===== config.mk =====
export PLATFORM = sky130hd
export DESIGN_NAME = data_mem_stage
export DESIGN_NICKNAME = d
export VERILOG_FILES = /design/src/rtl/mem_stage_pkg.sv /design/src/rtl/data_mem_array.sv /design/src/rtl/data_mem_stage.sv
export SDC_FILE = /design/constraint.sdc
export NUM_CORES = 2
export LEC_CHECK = 0
export BUFFER_PORTS_ARGS = -buffer_cell sky130_fd_sc_hd__buf_2
export CAP_MARGIN = 10
export CORE_AREA = 5 5 375 377
export CTS_CLUSTER_DIAMETER = 150
export CTS_CLUSTER_SIZE = 14
export DETAILED_ROUTE_END_ITERATION = 12
export DIE_AREA = 0 0 380 382
export PLACE_DENSITY_LB_ADDON = 0.05
export SLEW_MARGIN = 10
export SYNTH_ARGS = -nofsm -noshare
export SYNTH_HDL_FRONTEND = slang
export SYNTH_SLANG_ARGS = --single-unit

===== constraint.sdc =====
create_clock -name clk -period 7.9 [get_ports clk]
set_input_delay 0 -clock clk [delete_from_list [all_inputs] [get_ports clk]]
set_output_delay 0 -clock clk [all_outputs]
set_load 0.005 [all_outputs]

===== src/rtl/mem_stage_pkg.sv =====
// mem_stage_pkg: shared types and defaults for the MEM pipeline stage
package mem_stage_pkg;
  typedef enum logic [1:0] {IDLE, BUSY, DONE} state_t;
  localparam int WORD_W = 32;
  localparam int REG_ADDR_W = 5;
  localparam int DEF_DEPTH = 64;
  localparam int DEF_WAIT_CYCLES = 4;
  localparam logic [31:0] DEF_BASE_ADDR = 32'd1024;
endpackage


===== src/rtl/data_mem_array.sv =====
// data_mem_array: word-addressed data memory, synchronous write, combinational read
module data_mem_array
  import mem_stage_pkg::*;
#(
  parameter int DEPTH = DEF_DEPTH
) (
  input  logic                     clk,
  input  logic                     we,
  input  logic [$clog2(DEPTH)-1:0] addr,
  input  logic [WORD_W-1:0]        wdata,
  output logic [WORD_W-1:0]        rdata
);
  logic [WORD_W-1:0] mem [DEPTH];
  always_ff @(posedge clk)
    if (we) mem[addr] <= wdata;
  assign rdata = mem[addr];
endmodule


===== src/rtl/data_mem_stage.sv =====
// data_mem_stage: MIPS MEM stage with fixed-latency data memory and pipeline stall
module data_mem_stage
  import mem_stage_pkg::*;
#(
  parameter int          DEPTH       = DEF_DEPTH,
  parameter int          WAIT_CYCLES = DEF_WAIT_CYCLES,
  parameter logic [31:0] BASE_ADDR   = DEF_BASE_ADDR
) (
  input  logic                  clk,
  input  logic                  rst_n,
  input  logic                  WB_EN_IN,
  input  logic                  MEM_R_EN_IN,
  input  logic                  MEM_W_EN_IN,
  input  logic [REG_ADDR_W-1:0] destIn,
  input  logic [WORD_W-1:0]     ALUResIn,
  input  logic [WORD_W-1:0]     STValIn,
  output logic                  WB_EN,
  output logic                  MEM_R_EN,
  output logic [REG_ADDR_W-1:0] dest,
  output logic [WORD_W-1:0]     ALURes,
  output logic [WORD_W-1:0]     memReadVal,
  output logic                  ready
);
  localparam int AW = $clog2(DEPTH);
  localparam logic [29:0] DEPTH_W = 30'(DEPTH);
  state_t state, nxt;
  logic [3:0] cnt;
  logic op_r, op_w, in_r, req, hit, commit, we;
  logic [AW-1:0] idx;
  logic [WORD_W-1:0] off, st_val, rdata;
  assign req = MEM_R_EN_IN | MEM_W_EN_IN;
  // unsigned wrap makes addresses below base land far out of range
  assign off = ALUResIn - BASE_ADDR;
  assign hit = off[31:2] < DEPTH_W;
  assign commit = state == BUSY && cnt == 4'd0;
  assign we = commit && op_w && in_r && rst_n;
  assign ready = (state == IDLE && !req) || state == DONE;
  assign WB_EN = WB_EN_IN & ready;
  assign MEM_R_EN = MEM_R_EN_IN;
  assign dest = destIn;
  assign ALURes = ALUResIn;
  always_comb
    nxt = state == IDLE ? (req ? BUSY : IDLE) :
          state == BUSY ? (cnt == 4'd0 ? DONE : BUSY) : IDLE;
  always_ff @(posedge clk)
    state <= !rst_n ? IDLE : nxt;
  always_ff @(posedge clk) begin
    if (!rst_n) begin
      cnt <= '0;
      memReadVal <= '0;
    end else begin
      if (state == IDLE && req) begin
        cnt <= 4'(WAIT_CYCLES - 1);
        op_r <= MEM_R_EN_IN;
        op_w <= MEM_W_EN_IN;
        in_r <= hit;
        idx <= off[AW+1:2];
        st_val <= STValIn;
      end else if (state == BUSY && cnt != 4'd0) begin
        cnt <= cnt - 4'd1;
      end
      // read happens at the commit edge, so a paired store returns the old word
      if (commit && op_r) memReadVal <= in_r ? rdata : '0;
    end
  end
  data_mem_array #(.DEPTH(DEPTH)) u_mem (
    .clk(clk), .we(we), .addr(idx), .wdata(st_val), .rdata(rdata)
  );
endmodule


==> flow_metrics.py <==
metrics = {
    "clocking": {
        "clk_pin_slew_ps": 60,
        "clock_path_buffers": 3,
        "cts_tree": "yes",
        "postCtsSetupBuffers": 0,
        "clock_latency_ps": 810,
        "hold_buffers": 84,
        "root_buffer": "clkbuf_16",
        "cts.htree.levels": 4,
        "cts-resized-gates": 0,
        "cts_buffers": 170,
        "numClockSinks": 2133,
    },
    "floorplan": {
        "die_h_um": 382,
        "io_pins": 146,
        "dieArea_sq_mm": 0.1452,
        "rows": 136,
        "die_w_um": 380,
        "core_area_sq_mm": 0.1368,
        "start_util_pct": 59.56,
    },
    "global_routing": {
        "grt.total_usage_pct": 31.06,
        "grt_util_met2_pct": 47.98,
        "overflow": 0,
        "grt_util_met1_pct": 43.02,
        "grt_pass1_vias": 39640,
        "grt-busiest-layer": "met2",
        "grt_max_degree": 126,
        "antenna_found_initial": 25,
        "grt_pass1_wl_um": 312000,
        "use_met3_pct": 7.686,
    },
    "route": {
        "drcViolationCount": 0,
        "first_pass_iters": 8,
        "wl_per_cell_um": 38.70,
        "wirelength_um": 224600,
        "viasPerCell": 6.951,
        "ant_nets": 0,
        "first_iter_violations": 5870,
        "vias": 40340,
    },
    "placed_design": {
        "dp_hpwl_um": 133500,
        "place_congestion": 1.003,
        "port_buffers": 131,
    },
    "synthesis": {
        "synth.distinct_cells": 63,
        "synth_edf_count": 2089,
        "synth_area_sq_mm": 0.08149,
        "ys_warn_count": 0,
        "synth_area_per_cell_sq_um": 22.44,
        "synth_ff_type": "edfxtp_1",
        "syn_nets": 3707,
        "synth.ff_latch_count": 2133,
        "ys_async_sr_fraction_pct": 0,
        "syn_inst": 3632,
        "synth-seq-area-share_pct": 78.06,
    },
    "final_layout": {
        "mostFrequentLayoutCells": "edfxtp_1, mux4_2, clkbuf_16, buf_2, mux2i_1",
        "nNetsFinal": 3980,
        "drive_above_1_share_pct": 26.61,
        "layout_commonest_cell": "edfxtp_1",
        "final_util_pct": 65.99,
        "syn_to_final_growth_pct": 10.78,
        "num-fill-cells": 8840,
    },
    "critical_path": {
        "required_ps": 8510,
        "ff2ff_setup_slack_ps": 3670,
        "start_kind": "register",
        "crit_type": "register to register",
        "crit_path_end_kind": "register",
        "path_max_fanout": 33,
        "arrival_ps": 4840,
    },
    "power": {
        "power.leakage_uw": 0.02809,
        "vdd_ir_drop_max_uv": 228.0,
        "powerDensity_mw_per_mm2": 251.8,
    },
    "timing": {
        "fmax_mhz": 236.5,
        "worst_slew_pin_slew_ps": 1316,
        "hold_violations": 0,
        "fin_setup_tns_ps": 0,
        "slew_headroom_pct": 12.24,
        "period_share_pct": 53.53,
        "setup_viol": 0,
        "fin_worst_skew_ps": 32.79,
        "slew_viol_final": 0,
        "rsz0062_at_grt": "no",
        "fin_crit_ps": 4229,
    },
    "hold_path": {
        "hold_path_startpoint": "destIn[1]",
        "worstHoldPathType": "primary input to output port",
    },
    "job": {
        "max_cap_violations": 0,
    },
    "status": {
        "status": "finished clean",
    },
}
-- kinds of logic (layout without fill, tap and decap cells) --
logic type	after synthesis	count (layout)	synth area share, %
DFF	2133	2133	78.06
muxes	655	655	15.86
and+or+nand+nor	322	322	1.956
AOI/OAI and AO/OA	284	284	2.438
buffers and inverters	234	605	1.640
xor gates and xnor gates	3	3	0.03225
adders and majority gates	1	1	0.01535
other	0	7	0
-- layout make-up --
class / count / area, sq um / share of cell area (%)
antenna: 7 / 17.52 / 0.01940
clock buffer: 262 / 4748 / 5.260
clock inverter: 8 / 87.58 / 0.09702
inverter: 6 / 22.52 / 0.02495
multi-input combinational: 1265 / 17080 / 18.92
sequential: 2133 / 63630 / 70.48
tap: 1794 / 2245 / 2.486
timing repair buffer: 329 / 2444 / 2.707
-- final timing paths --
| kind | endpoint | cells past startpoint |
|---|---|---|
| worst min-delay path | dest[1] | 0 |
| worst max-delay path | memReadVal[15]$_SDFFE_PN0P_ | 7 |
| worst max register to register | memReadVal[15]$_SDFFE_PN0P_ | 7 |
| worst min register to register | memReadVal[23]$_SDFFE_PN0P_ | 1 |
-- cells in the mapped netlist (25+ instances only) --
| master | instances | area share [%] |
|---|---|---|
| dfxtp_1 | 44 | 1.1 |
| edfxtp_1 | 2089 | 77 |
| a21oi_1 | 25 | 0.15 |
| nor2b_1 | 27 | 0.21 |
| buf_2 | 68 | 0.42 |
| nand2_1 | 73 | 0.34 |
| mux2_2 | 38 | 0.53 |
| nor2_1 | 99 | 0.46 |
| buf_4 | 86 | 0.79 |
| a22oi_1 | 39 | 0.36 |
| o21ai_0 | 34 | 0.21 |
| o22ai_1 | 72 | 0.55 |
| clkbuf_1 | 58 | 0.27 |
| mux2i_1 | 112 | 1.4 |
| mux4_2 | 505 | 14 |
-- per-stage QoR --
step	cells	worst slack (ps)	total power, uW	hold WS [ps]	cell area (sq um)
after floorplan	3632	4339	14190	80.82	81490
after global placement	5440	2982	15050	0.04528	84530
after detailed placement	5443	3754	15090	0.04528	84580
after CTS	5797	3734	22830	0.04528	90260
after global routing	5797	3345	23370	0.01009	90260
final	5804	3671	22730	0.002245	90280
-- power by group --
part | switching, uW | total (uW) | internal [uW]
clock network | 3740 | 7850 | 4110
registers | 93.2 | 12600 | 12500
logic | 1430 | 2270 | 842
-- sequential cells by signal, summed over array words and instances (netlist names), named ones only --
signal	count
op_w	1
cnt	4
memReadVal	32
in_r	1
idx	6
state	2
op_r	1
st_val	32
u_mem.mem	2048
-- critical path, cell delays in order, from the launching register on --
cell and delay [ps]:
dfxtp_4 690, buf_4 520, buf_4 630, mux4_2 610, mux2i_1 210, o22ai_1 110
a22oi_1 990, o211ai_1 220
-- layer usage --
layer,up-vias,share of wire [%]
met5,-,0.048
met4,14,5.1
met3,439,10
met2,2433,47
met1,21570,37
li1,15880,-
Power figures use the tool's default switching activity.
